<file path="src/rtl/rsa_modexp_core.sv">
// Montgomery modular-exponentiation engine: C = M^E mod P using a bit-serial
// Montgomery multiplier, with start/stop control and busy/done/eoc/err status.
module rsa_modexp_core #(
    parameter int WIDTH     = 8,
    parameter int EXP_WIDTH = WIDTH
) (
    input  logic                 clk,
    input  logic                 rstb,
    input  logic                 ena,
    input  logic                 clear,
    input  logic                 start,
    input  logic                 stop,
    input  logic [WIDTH-1:0]     P,
    input  logic [EXP_WIDTH-1:0] E,
    input  logic [WIDTH-1:0]     M,
    input  logic [WIDTH-1:0]     Const,
    output logic [WIDTH-1:0]     C,
    output logic                 busy,
    output logic                 done,
    output logic                 eoc,
    output logic                 err
);
    localparam int CW = $clog2(WIDTH + 1);
    localparam int IW = (EXP_WIDTH > 1) ? $clog2(EXP_WIDTH) : 1;
    localparam int UW = WIDTH + 2;

    localparam logic [WIDTH-1:0] ONE_W    = {{(WIDTH-1){1'b0}}, 1'b1};
    localparam logic [UW-1:0]    U_ZERO   = {UW{1'b0}};
    localparam logic [CW-1:0]    CYC_ZERO = {CW{1'b0}};
    localparam logic [CW-1:0]    CYC_ONE  = {{(CW-1){1'b0}}, 1'b1};
    localparam logic [CW-1:0]    LAST_CYC = CW'(WIDTH);
    localparam logic [IW-1:0]    IDX_ZERO = {IW{1'b0}};
    localparam logic [IW-1:0]    IDX_ONE  = {{(IW-1){1'b0}}, 1'b1};
    localparam logic [IW-1:0]    TOP_IDX  = IW'(EXP_WIDTH - 1);

    typedef enum logic [1:0] {S_IDLE, S_LOAD, S_MUL, S_DONE} state_e;
    typedef enum logic [2:0] {PH_MBAR, PH_XINIT, PH_SQ, PH_MULT, PH_FINAL} phase_e;

    typedef struct packed {
        state_e               state;
        phase_e               phase;
        logic [WIDTH-1:0]     p;
        logic [EXP_WIDTH-1:0] e;
        logic [WIDTH-1:0]     m;
        logic [WIDTH-1:0]     k;
        logic [WIDTH-1:0]     mbar;
        logic [WIDTH-1:0]     a;
        logic [WIDTH-1:0]     b;
        logic [UW-1:0]        u;
        logic [CW-1:0]        cyc;
        logic [IW-1:0]        idx;
        logic [WIDTH-1:0]     res;
        logic [WIDTH-1:0]     c;
        logic                 busy;
        logic                 done;
        logic                 eoc;
        logic                 err;
    } core_t;

    localparam core_t CORE_RST = core_t'({$bits(core_t){1'b0}});

    core_t            core_q;
    core_t            core_d;
    logic [UW-1:0]    p_ext_s;
    logic [UW-1:0]    u_add_s;
    logic [UW-1:0]    u_odd_s;
    logic [WIDTH-1:0] mm_res_s;

    // One Montgomery step: add a[i]*b, make even by adding P, halve; plus final correction.
    assign p_ext_s  = {2'b00, core_q.p};
    assign u_add_s  = core_q.u + (core_q.a[0] ? {2'b00, core_q.b} : U_ZERO);
    assign u_odd_s  = u_add_s + (u_add_s[0] ? p_ext_s : U_ZERO);
    assign mm_res_s = (core_q.u >= p_ext_s) ? WIDTH'(core_q.u - p_ext_s) : core_q.u[WIDTH-1:0];

    // Next-state logic for the control FSM and the multiply sequencer.
    always_comb begin
        core_d = core_q;
        case (core_q.state)
            S_IDLE: begin
                if (start && !stop) begin
                    core_d.p     = P;
                    core_d.e     = E;
                    core_d.m     = M;
                    core_d.k     = Const;
                    core_d.eoc   = 1'b0;
                    core_d.err   = 1'b0;
                    core_d.state = S_LOAD;
                end else begin
                    core_d.state = S_IDLE;
                end
            end
            S_LOAD: begin
                if (stop) begin
                    core_d.state = S_IDLE;
                end else if (!core_q.p[0]) begin
                    core_d.err   = 1'b1;
                    core_d.state = S_DONE;
                end else begin
                    core_d.state = S_MUL;
                    core_d.phase = PH_MBAR;
                    core_d.a     = core_q.m;
                    core_d.b     = core_q.k;
                    core_d.u     = U_ZERO;
                    core_d.cyc   = CYC_ZERO;
                end
            end
            S_MUL: begin
                if (stop) begin
                    core_d.state = S_IDLE;
                end else if (core_q.cyc != LAST_CYC) begin
                    core_d.u   = u_odd_s >> 1;
                    core_d.a   = core_q.a >> 1;
                    core_d.cyc = core_q.cyc + CYC_ONE;
                end else begin
                    // Correction cycle: retire this product and launch the next one.
                    core_d.u   = U_ZERO;
                    core_d.cyc = CYC_ZERO;
                    case (core_q.phase)
                        PH_MBAR: begin
                            core_d.mbar  = mm_res_s;
                            core_d.a     = ONE_W;
                            core_d.b     = core_q.k;
                            core_d.phase = PH_XINIT;
                        end
                        PH_XINIT: begin
                            core_d.a     = mm_res_s;
                            core_d.b     = mm_res_s;
                            core_d.idx   = TOP_IDX;
                            core_d.phase = PH_SQ;
                        end
                        PH_SQ: begin
                            core_d.a = mm_res_s;
                            if (core_q.e[core_q.idx]) begin
                                core_d.b     = core_q.mbar;
                                core_d.phase = PH_MULT;
                            end else if (core_q.idx == IDX_ZERO) begin
                                core_d.b     = ONE_W;
                                core_d.phase = PH_FINAL;
                            end else begin
                                core_d.b     = mm_res_s;
                                core_d.idx   = core_q.idx - IDX_ONE;
                                core_d.phase = PH_SQ;
                            end
                        end
                        PH_MULT: begin
                            core_d.a = mm_res_s;
                            if (core_q.idx == IDX_ZERO) begin
                                core_d.b     = ONE_W;
                                core_d.phase = PH_FINAL;
                            end else begin
                                core_d.b     = mm_res_s;
                                core_d.idx   = core_q.idx - IDX_ONE;
                                core_d.phase = PH_SQ;
                            end
                        end
                        PH_FINAL: begin
                            core_d.res   = mm_res_s;
                            core_d.phase = PH_MBAR;
                            core_d.state = S_DONE;
                        end
                        default: begin
                            core_d.state = S_IDLE;
                        end
                    endcase
                end
            end
            S_DONE: begin
                core_d.state = S_IDLE;
                core_d.eoc   = 1'b1;
                if (!core_q.err) begin
                    core_d.c = core_q.res;
                end else begin
                    core_d.c = core_q.c;
                end
            end
            default: begin
                core_d.state = S_IDLE;
            end
        endcase
        core_d.busy = (core_d.state != S_IDLE);
        core_d.done = (core_d.state == S_DONE);
    end

    // State register; ena freezes everything, clear acts as a synchronous reset.
    always_ff @(posedge clk or negedge rstb) begin
        if (!rstb) begin
            core_q <= CORE_RST;
        end else if (ena) begin
            if (clear) begin
                core_q <= CORE_RST;
            end else begin
                core_q <= core_d;
            end
        end
    end

    assign C    = core_q.c;
    assign busy = core_q.busy;
    assign done = core_q.done;
    assign eoc  = core_q.eoc;
    assign err  = core_q.err;

endmodule

</file>
<file path="config.mk">
export PLATFORM = sky130hd
export DESIGN_NAME = rsa_modexp_core
export DESIGN_NICKNAME = d
export VERILOG_FILES = /design/src/rtl/rsa_modexp_core.sv
export SDC_FILE = /design/constraint.sdc
export NUM_CORES = 1
export LEC_CHECK = 0
export ABC_AREA = 1
export BUFFER_PORTS_ARGS = -buffer_cell sky130_fd_sc_hd__buf_4
export CAP_MARGIN = 20
export CORE_ASPECT_RATIO = 1.75
export CORE_MARGIN = 4
export CORE_UTILIZATION = 61
export CTS_CLUSTER_DIAMETER = 40
export DETAILED_ROUTE_END_ITERATION = 8
export GPL_TIMING_DRIVEN = 0
export PLACE_DENSITY = 0.81
export SLEW_MARGIN = 20
export SYNTH_ARGS = -nofsm -noshare
export SYNTH_HDL_FRONTEND = slang
export SYNTH_SLANG_ARGS = --single-unit
</file>
<file path="constraint.sdc">
create_clock -name clk -period 3.5 [get_ports clk]
set_input_delay 0.175 -clock clk [delete_from_list [all_inputs] [get_ports clk]]
set_output_delay 0.175 -clock clk [all_outputs]
set_load 0.02 [all_outputs]
</file>
==> out/metrics.csv, run 1 <==
metric,value,unit
Yosys top cell area share,40.26,%
Max Slew Vio Count,0,
clock power share,34.0,%
placed cell areas,6554,sq um
CTS max path bufs,2,
DRT Wirelength,16870,um
io pins,50,
Clock Root Buffer,clkbuf_16,
endpoints failing setup,0,
average size of a mapped cell,7.353,sq um
cell chain of the critical path,nand2_1 -> inv_1 -> ha_1 -> inv_1 -> fa_1 -> xnor2_1 -> ha_1 -> nand2_1 -> o21ai_0 -> nand2_1 -> a31oi_1 -> nand2_1 -> nand2_1 -> o21ai_0,
Sw Pwr,914.4,uW
routability cong.,0.9747,
Cell Rows,47,
"slowest stage delay, CP",460,ps
Post-Synthesis Cells,820,
CTS buffer count,9,
Chip Width,83.16,um
Netlist cell types,39,
Worst VDD drop,0.0003862,V
Post-CTS Repair Setup Buffers,0,
top cell type by total area after synthesis,dfrtp_1,
synth warn,0,
first drt pass iteration count,5,
outcome,completed,
setup TNS,0,ps
DR vias,5715,
Worst Path Required,3730,ps
period utilization,90.50,%
Most used DFF post-synth,dfrtp_1,
core area,9585,sq um
"Arr. time, crit path",3400,ps
post-DR vias/cell,5.675,
WL/cell,16.75,um
metal2 WL,9049,um
Reg2Reg Depth,14,
max_slew headroom,40.17,%
clock skew,11.05,ps
#FFs+latches synth,97,
Buffers & Inverters on Critical Path,2,
Worst-path clk slew,70,ps
Final Hold Vio Count,0,
vias in the first global route,5721,
Power Density,415.4,nW/um^2
number of max-cap violations,0,
Leak,0.003524,uW
top sig layer,met4,
total gr overflow,0,
# DRC,0,
Clock Sinks,97,
CTS tree,done,
Post-synth ARST share,100.0,%
H-Tree Depth,3,
cell area after synthesis,6030,sq um
Post-Syn Nets,888,
Sw Share,32.09,%
DRT iter0 DRCs,373,
port buffer count,49,
clk_lat worst skew,350,ps
M1 WL,6006,um
Post-DRT Antenna Nets,0,
Setup crit end,core_q[31]$_DFFE_PN0P_,
initial core utilization,62.90,%
Pint,1935,uW
RSZ-0062 raised after global routing,false,
area grow syn2layout,13.78,%
Critical Path Slowest Stage Cell,dfrtp_2,
CP dominant cell by count,nand2_1,
wire length on met3,551,um
fmax,0.3157,GHz
FF-to-FF Start,core_q[45]$_DFFE_PN0P_,
Hold WC Path Type,input port to flip-flop,
Nets,948,
ant diodes,0,
first-pass GRT wire length,27490,um
combinational share of power,20.6,%
r2r endpoint,core_q[31]$_DFFE_PN0P_,
WP depth,14,
min cycle time layout,3168,ps
"Design Area, Final",6860,sq um
Post-synth EDFFs,0,
Flop pwr share,45.5,%
Worst Setup SP,core_q[45]$_DFFE_PN0P_,
Crit path max-delay family,adder cells,
Worst Tran Pin Value,897.4,ps
share of layout cells above drive strength 1,12.66,%
Die ar.,11600,sq um
"Max FO, Critical Path",9,
synth top area cells,"dfrtp_1 (40%), nand2_1 (14%), inv_1 (6.9%)",
Setup CP Type,flip-flop to flip-flop,
largest net degree at the start of global routing,98,
Post-DP HPWL,13210,um
antenna violations before repair,0,
GR Util All Layers,29.88,%
nature of the critical path startpoint,flip-flop,
Chip Height,139.5,um
Worst R2R Setup Slack,330,ps
Crit. End Element,flip-flop,
register area share after synthesis,40.26,%
logic make-up after synthesis:
family	count (synthesis)	synth area share (%)
and+or+nand+nor	387	27.91
adders and majority gates	30	6.599
xor gates and xnor gates	14	2.034
DFF	97	40.26
buffers and inverters	148	10.02
AOI/OAI and AO/OA	144	13.18
registers in the layout, indices dropped and copies added (netlist names):
name / flops
core_q: 85
C: 8
busy: 1
done: 1
eoc: 1
err: 1
layout by cell type, fill, tap and decap left out, types with 6 or more instances in the layout:
cell,instances
a21oi_1,33
a22oi_1,6
a31oi_1,10
buf_4,57
clkbuf_1,10
clkbuf_16,9
dfrtp_1,96
ha_1,27
inv_1,111
inv_2,8
nand2_1,231
nand3_1,80
nand4_1,8
nor2_1,42
nor2_2,6
o21ai_0,63
o21ai_1,10
o22ai_1,10
xnor2_1,9
worst reg2reg max path: stages (launching register included):
cell and delay [ps]:
dfrtp_2 460, nand2_1 80, inv_1 60, ha_1 270, inv_1 80, fa_1 460
xnor2_1 210, ha_1 380, nand2_1 70, o21ai_0 390, nand2_1 170, a31oi_1 230
nand2_1 80, nand2_1 60, o21ai_0 70
per-stage QoR:
stage          utilization [%]  hold WS [ps]  std cells  worst slack [ps]  power (uW)
3_5_place_dp             68.37         329.4        991             72.06        1887
4_1_cts                  71.60         58.47       1008             52.01        2857
5_1_grt                  71.57         77.77       1007             7.289        2985
3_3_place_gp             68.33         410.2        991             124.5        1866
2_1_floorplan                -        -120.6        820             643.0        1669
6_report                 71.57         60.83       1007             332.5        2850
worst min path at each step:
| stage | start | endpoint | slack, ps | cells after the start |
|---|---|---|---|---|
| floorplan | rstb | C[0]$_DFFE_PN0P_ | -120 | 0 |
| global placement | P[5] | core_q[90]$_DFFE_PN0P_ | 410 | 3 |
| detailed placement | rstb | core_q[88]$_DFFE_PN0P_ | 330 | 1 |
| CTS | Const[0] | core_q[61]$_DFFE_PN0P_ | 60 | 3 |
| global route | E[6] | core_q[83]$_DFFE_PN0P_ | 80 | 3 |
| finish | P[3] | core_q[88]$_DFFE_PN0P_ | 60 | 3 |
layer usage:
metal | vias to the layer above | global-route usage (%)
li1 | 2767 | -
met1 | 2698 | 31.14
met2 | 181 | 54.74
met3 | 69 | 3.371
met4 | 0 | 21.02
met5 | - | 0
synth_stat cells, types with 5 or more instances:
cell and instances:
nand4_1 8, ha_1 27, nor2_2 6, nor2_1 42
nand2_1 231, clkbuf_1 11, a31oi_1 10, xor2_1 5
o21ai_0 64, inv_1 111, buf_4 9, o22ai_1 10
a22oi_1 6, buf_2 5, o21ai_1 9, a21oi_1 33
xnor2_1 9, nand3_1 80, inv_2 8, dfrtp_1 97
what timing repair did:
action / in CTS / in global routing
endpoints found under the hold margin: 97 / 0
resized for setup: 0 / 2
hold buffers: 1 / 0
setup endpoints to repair: 0 / 4
cell type report:
class	instances	area (sq um)
fillers	794	2725
multi-input cells	575	2998
flip-flops and latches	97	2429
well taps	122	152.6
repair buffers	50	381.6
clock buffers	9	225.2
inverters	120	450.4
clock inverters	7	73.82
plain buffers	27	150.1
power by group through the flow:
stage	registers [uW]	logic (uW)	clock network, uW
6_report	1300	586	968
5_1_grt	1310	649	1030
3_3_place_gp	1300	566	0
3_5_place_dp	1310	581	0
2_1_floorplan	1290	376	0
4_1_cts	1290	590	981
No activity file was read; power rests on OpenSTA's default activity.
==> run 2: changes to the inputs <==
--- a/config.mk
+++ b/config.mk
@@ -12,9 +12,11 @@
 export CORE_MARGIN = 4
 export CORE_UTILIZATION = 61
 export CTS_CLUSTER_DIAMETER = 40
+export CTS_CLUSTER_SIZE = 8
 export DETAILED_ROUTE_END_ITERATION = 8
 export GPL_TIMING_DRIVEN = 0
 export PLACE_DENSITY = 0.81
+export RECOVER_POWER = 50
 export SLEW_MARGIN = 20
 export SYNTH_ARGS = -nofsm -noshare
 export SYNTH_HDL_FRONTEND = slang
==> run 2 against run 1 <==
  * The flow now finishes with violations (max-capacitance violations, max-slew violations)
  * First-iteration DRC count is 3.2% higher
  * Clock-buffer cell count stayed put
  * Critical endpoint is now core_q[35]$_DFFE_PN0P_
  * Via count down 0.37%
==> out/metrics.csv, run 2 (same netlist as run 1, synthesis figures left out) <==
metric,value,unit,change
number of max-cap violations,1,,was 0
core area,9585,sq um,unchanged
routability cong.,0.9747,,unchanged
clock skew,11.91,ps,was 11.05 ps
RSZ-0062 raised after global routing,false,,unchanged
share of layout cells above drive strength 1,11.30,%,was 12.66%
H-Tree Depth,3,,unchanged
Worst-path clk slew,70,ps,about the same
pre-CTS worst setup slack,72.06,ps,unchanged
post-DR vias/cell,5.654,,was 5.675
"Most flops, register",core_q,,unchanged
largest net degree at the start of global routing,98,,unchanged
Die ar.,11600,sq um,unchanged
"Max FO, Critical Path",9,,unchanged
io pins,50,,unchanged
Nets,948,,unchanged
nature of the critical path startpoint,flip-flop,,unchanged
clk_lat worst skew,350,ps,about the same
vias in the first global route,5721,,unchanged
setup ws final,352.8,ps,was 332.5 ps
Leak,0.003472,uW,was 0.003524 uW
Max Slew Vio Count,98,,was 0
area grow syn2layout,12.93,%,was 13.78%
max_slew headroom,-59.53,%,was 40.17%
failing checks,"max-capacitance violations, max-slew violations",,
total gr overflow,0,,unchanged
Crit. End Element,flip-flop,,unchanged
DR vias,5694,,was 5715
most frequent cells in the layout,"nand2_1 (231), inv_1 (111), dfrtp_1 (96), nand3_1 (80), o21ai_0 (63)",,unchanged
Cell Rows,47,,unchanged
WL/cell,16.68,um,was 16.75 um
first-pass GRT wire length,27490,um,unchanged
FF-to-FF Start,core_q[45]$_DFFE_PN0P_,,unchanged
DRT Wirelength,16800,um,was 16870 um
CTS buffer count,9,,unchanged
port buffer count,49,,unchanged
fill cell count,810,,was 794
"Arr. time, crit path",3380,ps,was 3400 ps
"most common cell after layout, fill and taps aside",nand2_1,,unchanged
initial core utilization,62.90,%,unchanged
# DRC,0,,unchanged
Chip Height,139.5,um,unchanged
DRT iter0 DRCs,385,,was 373
endpoints failing setup,0,,unchanged
Clock Root Buffer,clkbuf_16,,unchanged
Worst VDD drop,0.0003729,V,was 0.0003862 V
Worst Path Required,3730,ps,about the same
CTS tree,done,,unchanged
Worst Setup SP,core_q[45]$_DFFE_PN0P_,,unchanged
CTS max path bufs,2,,unchanged
fmax,0.3177,GHz,was 0.3157 GHz
first drt pass iteration count,7,,was 5
antenna violations before repair,0,,unchanged
Clock Sinks,97,,unchanged
Power Density,416.8,nW/um^2,was 415.4 nW/um^2
Post-DP HPWL,13210,um,unchanged
post-layout util,71.04,%,was 71.57%
ant diodes,0,,unchanged
max reg flops,85,,unchanged
Chip Width,83.16,um,unchanged
outcome,"complete, but fails checks",,was completed
min cycle time layout,3147,ps,was 3168 ps
hold_sp,M[7],,was P[3]
Final Hold Vio Count,0,,unchanged
Setup CP Type,flip-flop to flip-flop,,unchanged
multi-input logic area,2998,sq um,unchanged
Hold WC Path Type,input port to flip-flop,,unchanged
flip-flop and latch area,2429,sq um,unchanged
Worst Tran Pin Value,2393,ps,was 897.4 ps
GR Util All Layers,29.88,%,unchanged
setup TNS,0,ps,unchanged
period utilization,89.92,%,was 90.50%
Post-DRT Antenna Nets,0,,unchanged
## run 2: cell types whose count changed in the layout (fill, tap and decap cells not counted)
cell and delta:
buf_4 -12, clkbuf_2 +1, buf_6 -1, clkbuf_1 +12
## run 2: critical path, cell delays in order, from the launching register on
cell and delay [ps]:
dfrtp_2 470, nand2_1 80, inv_1 60, ha_1 260, inv_1 80, fa_1 460, xnor2_1 200, ha_1 370
nand2_1 70, o21ai_0 370, nand2_1 90, nand2_1 100, nand2_1 80, nand2_1 90, nand3_1 70, nand3_1 80
o21ai_0 80
## run 2: cell type report
class                   count  share of cell area (%)
multi-input cells         575                   44.03
flip-flops and latches     97                   35.67
inverters                 120                   6.615
repair buffers             50                   4.851
clock buffers               9                   3.308
well taps                 122                   2.242
plain buffers              27                   2.205
clock inverters             7                   1.084
## run 2: worst paths after layout
path / end / slack (ps) / cells past startpoint
worst max register to register: core_q[35]$_DFFE_PN0P_ / 350 / 16
worst min register to register: core_q[56]$_DFFE_PN0P_ / 490 / 2
worst min-delay path: core_q[76]$_DFFE_PN0P_ / 60 / 3
min in group asynchronous: core_q[88]$_DFFE_PN0P_ / 1050 / 2
worst max-delay path: core_q[35]$_DFFE_PN0P_ / 350 / 16
max in group asynchronous: core_q[45]$_DFFE_PN0P_ / 840 / 2
## run 2: metrics by stage
stage               hold slack, ps  instance area (sq um)  instances  total power (uW)
detailed placement           329.4                   6554        991              1887
global route                 77.77                   6809       1007              2970
floorplan                   -120.6                   6030        820              1669
CTS                          58.47                   6863       1008              2857
finish                       61.87                   6809       1007              2838
global placement             410.2                   6550        991              1866
## run 2: metal layers
layer / global-route usage, % / vias up / part of all wire, %
li1: - / 2773 / -
met1: 31.14 / 2663 / 35
met2: 54.74 / 188 / 54
met3: 3.371 / 70 / 3.4
met4: 21.02 / 0 / 7.5
met5: 0 / - / 0
## run 2: what timing repair did
action,CTS,global route
hold buffers,1,0
gates resized for setup,0,2
endpoints found under the setup margin,0,4
hold endpoints to repair,97,0
setup buffers,0,0
## run 2: report_power, final
| group | internal (uW) | switching, uW | total [uW] |
|---|---|---|---|
| sequential | 1230 | 66.1 | 1300 |
| clock | 502 | 470 | 972 |
| combinational | 191 | 380 | 570 |
| total | 1920 | 916 | 2840 |
==> run 3: changes to the inputs <==
--- a/config.mk
+++ b/config.mk
@@ -8,7 +8,7 @@
 export ABC_AREA = 1
 export BUFFER_PORTS_ARGS = -buffer_cell sky130_fd_sc_hd__buf_4
 export CAP_MARGIN = 20
-export CORE_ASPECT_RATIO = 1.75
+export CORE_ASPECT_RATIO = 0.5
 export CORE_MARGIN = 4
 export CORE_UTILIZATION = 61
 export CTS_CLUSTER_DIAMETER = 40
==> run 3 against run 2 <==
  * Die area rose by 0.29%
  * First-iteration DRC count rose by 17%
  * Critical path type unchanged
  * Highest routed layer unchanged
  * Critical endpoint unchanged
  * The run still ends with max-capacitance violations, max-slew violations left
  * Global-route usage fell by 1.7 points
  * Utilization rose by 0.39 points
  * Flip-flop and latch count did not move
  * Total power fell by 0.29%
  * Final area barely moved
  * Combinational power fell by 0.7%
  * Via count barely moved
==> out/metrics.csv, run 3 (same netlist as run 1, synthesis figures left out) <==
metric,value,unit,change
DR vias,5697,,was 5694
core area,9540,sq um,was 9585 sq um
Final Hold Vio Count,0,,unchanged
Sw Share,32.27,%,about the same
setup TNS,0,ps,unchanged
DRT Wirelength,15900,um,was 16800 um
nature of the critical path startpoint,flip-flop,,unchanged
failing checks,"max-capacitance violations, max-slew violations",,unchanged
placed cell areas,6570,sq um,was 6554 sq um
fmax,0.3145,GHz,was 0.3177 GHz
Chip Height,78.30,um,was 139.5 um
area grow syn2layout,13.01,%,was 12.93%
Worst Tran Pin Value,2405,ps,was 2393 ps
initial core utilization,63.20,%,was 62.90%
endpoints failing setup,0,,unchanged
clock power share,34.0,%,was 34.2%
largest net degree at the start of global routing,98,,unchanged
Post-DRT Antenna Nets,0,,unchanged
port buffer count,49,,unchanged
Die ar.,11640,sq um,was 11600 sq um
number of max-cap violations,1,,unchanged
GR Util All Layers,28.20,%,was 29.88%
Max Slew Vio Count,98,,unchanged
Cell Rows,25,,was 47
Worst-path clk slew,70,ps,about the same
Power Density,415.3,nW/um^2,was 416.8 nW/um^2
WL/cell,15.59,um,was 16.68 um
Post-CTS Repair Setup Buffers,0,,unchanged
max reg flops,85,,unchanged
# DRC,0,,unchanged
Sw Pwr,913.1,uW,was 915.7 uW
"most common cell after layout, fill and taps aside",nand2_1,,unchanged
Worst VDD drop,0.0002634,V,was 0.0003729 V
Pint,1917,uW,was 1922 uW
CTS tree,done,,unchanged
clock skew,6.116,ps,was 11.91 ps
Leak,0.003473,uW,was 0.003472 uW
Clock Root Buffer,clkbuf_16,,unchanged
Worst R2R Setup Slack,320,ps,was 350 ps
DRT iter0 DRCs,449,,was 385
Clock Sinks,97,,unchanged
Worst Path Required,3720,ps,was 3730 ps
RSZ-0062 raised after global routing,false,,unchanged
Setup CP Type,flip-flop to flip-flop,,unchanged
Post-DP HPWL,12160,um,was 13210 um
combinational share of power,20.0,%,was 20.1%
Flop pwr share,46.0,%,was 45.7%
total gr overflow,0,,unchanged
Chip Width,148.6,um,was 83.16 um
vias in the first global route,5376,,was 5721
"Arr. time, crit path",3400,ps,was 3380 ps
period utilization,90.84,%,was 89.92%
ant diodes,0,,unchanged
Hold WC Path Type,input port to flip-flop,,unchanged
min cycle time layout,3179,ps,was 3147 ps
post-DR vias/cell,5.585,,was 5.654
"Most flops, register",core_q,,unchanged
H-Tree Depth,3,,unchanged
fill cell count,817,,was 810
most frequent cells in the layout,"nand2_1 (231), inv_1 (111), dfrtp_1 (96), nand3_1 (80), o21ai_0 (64)",,"was nand2_1 (231), inv_1 (111), dfrtp_1 (96), nand3_1 (80), o21ai_0 (63)"
CTS max path bufs,2,,unchanged
outcome,"complete, but fails checks",,unchanged
"Max FO, Critical Path",9,,unchanged
routability cong.,0.9281,,was 0.9747
"Design Area, Final",6814,sq um,was 6809 sq um
Nets,948,,unchanged
io pins,50,,unchanged
antenna violations before repair,0,,unchanged
share of layout cells above drive strength 1,11.30,%,unchanged
Crit. End Element,flip-flop,,unchanged
clk_lat worst skew,350,ps,about the same
first drt pass iteration count,5,,was 7
max_slew headroom,-60.36,%,was -59.53%
CTS buffer count,9,,unchanged
first-pass GRT wire length,26120,um,was 27490 um
run 3: cell count changes in the layout (fill, tap and decap cells not counted), sizes merged:
| cell | delta |
|---|---|
| clkinv | +1 |
| clkinvlp | -1 |
run 3: timing repair:
action,CTS,global route
endpoints found under the hold margin,97,0
hold buffers,1,0
endpoints found under the setup margin,0,3
resized for setup,0,1
run 3: through the flow:
| stage | utilization [%] | worst slack, ps | hold slack (ps) | total power [uW] | cells |
|---|---|---|---|---|---|
| 2_1_floorplan | - | 643.0 | -120.6 | 1669 | 820 |
| 3_3_place_gp | 68.83 | 189.2 | 406.5 | 1869 | 1004 |
| 3_5_place_dp | 68.87 | 110.8 | 331.8 | 1885 | 1004 |
| 4_1_cts | 71.99 | 89.10 | 48.49 | 2843 | 1021 |
| 5_1_grt | 71.42 | 78.18 | 64.65 | 2960 | 1020 |
| 6_report | 71.42 | 320.6 | 48.72 | 2830 | 1020 |
run 3: routing by layer:
metal / vias to the layer above / wire length [um] / share of wire (%) / track usage, %
met5: - / 0 / 0 / 0
met3: 23 / 1085 / 6.8 / 4.614
met2: 212 / 6827 / 43 / 43.23
met4: 0 / 186 / 1.2 / 5.806
li1: 2776 / - / - / -
met1: 2686 / 7800 / 49 / 42.50
run 3: path summary, 6_finish.rpt:
| kind | from | end | depth (start not counted) |
|---|---|---|---|
| max | core_q[45]$_DFFE_PN0P_ | core_q[35]$_DFFE_PN0P_ | 18 |
| min | E[4] | core_q[81]$_DFFE_PN0P_ | 3 |
| max reg2reg | core_q[45]$_DFFE_PN0P_ | core_q[35]$_DFFE_PN0P_ | 18 |
| min reg2reg | core_q[52]$_DFFE_PN0P_ | core_q[52]$_DFFE_PN0P_ | 2 |
| max in group asynchronous | rstb | core_q[45]$_DFFE_PN0P_ | 2 |
| min in group asynchronous | rstb | core_q[80]$_DFFE_PN0P_ | 2 |
run 3: power by group through the flow:
stage | sequential, uW | clock, uW | combinational [uW]
4_1_cts | 1290 | 971 | 581
2_1_floorplan | 1290 | 0 | 376
5_1_grt | 1310 | 1020 | 631
3_5_place_dp | 1310 | 0 | 575
3_3_place_gp | 1310 | 0 | 560
6_report | 1300 | 961 | 566
run 3: final cells by class:
class / instances / area [sq um] / share of cell area, %
Inverter: 120 / 450.4 / 6.610
Timing Repair Buffer: 50 / 330.3 / 4.848
Clock buffer: 9 / 225.2 / 3.305
Tap cell: 135 / 168.9 / 2.479
Buffer: 27 / 150.1 / 2.203
Multi-Input combinational cell: 575 / 2998 / 44.00
Clock inverter: 7 / 62.56 / 0.9181
Sequential cell: 97 / 2429 / 35.64
run 3: critical path, stage by stage, from the launching register on:
cell and delay [ps]:
dfrtp_2 490, nand2_1 90, inv_1 60, ha_1 210, inv_1 80, fa_1 420, o21ai_0 350, xnor2_1 180
inv_1 60, ha_1 360, a21oi_1 190, o21a_1 120, nand2_1 60, nand2_1 80, nand2_1 70, nand2_1 60
nand2_1 40, nand3_1 50, o21ai_0 90
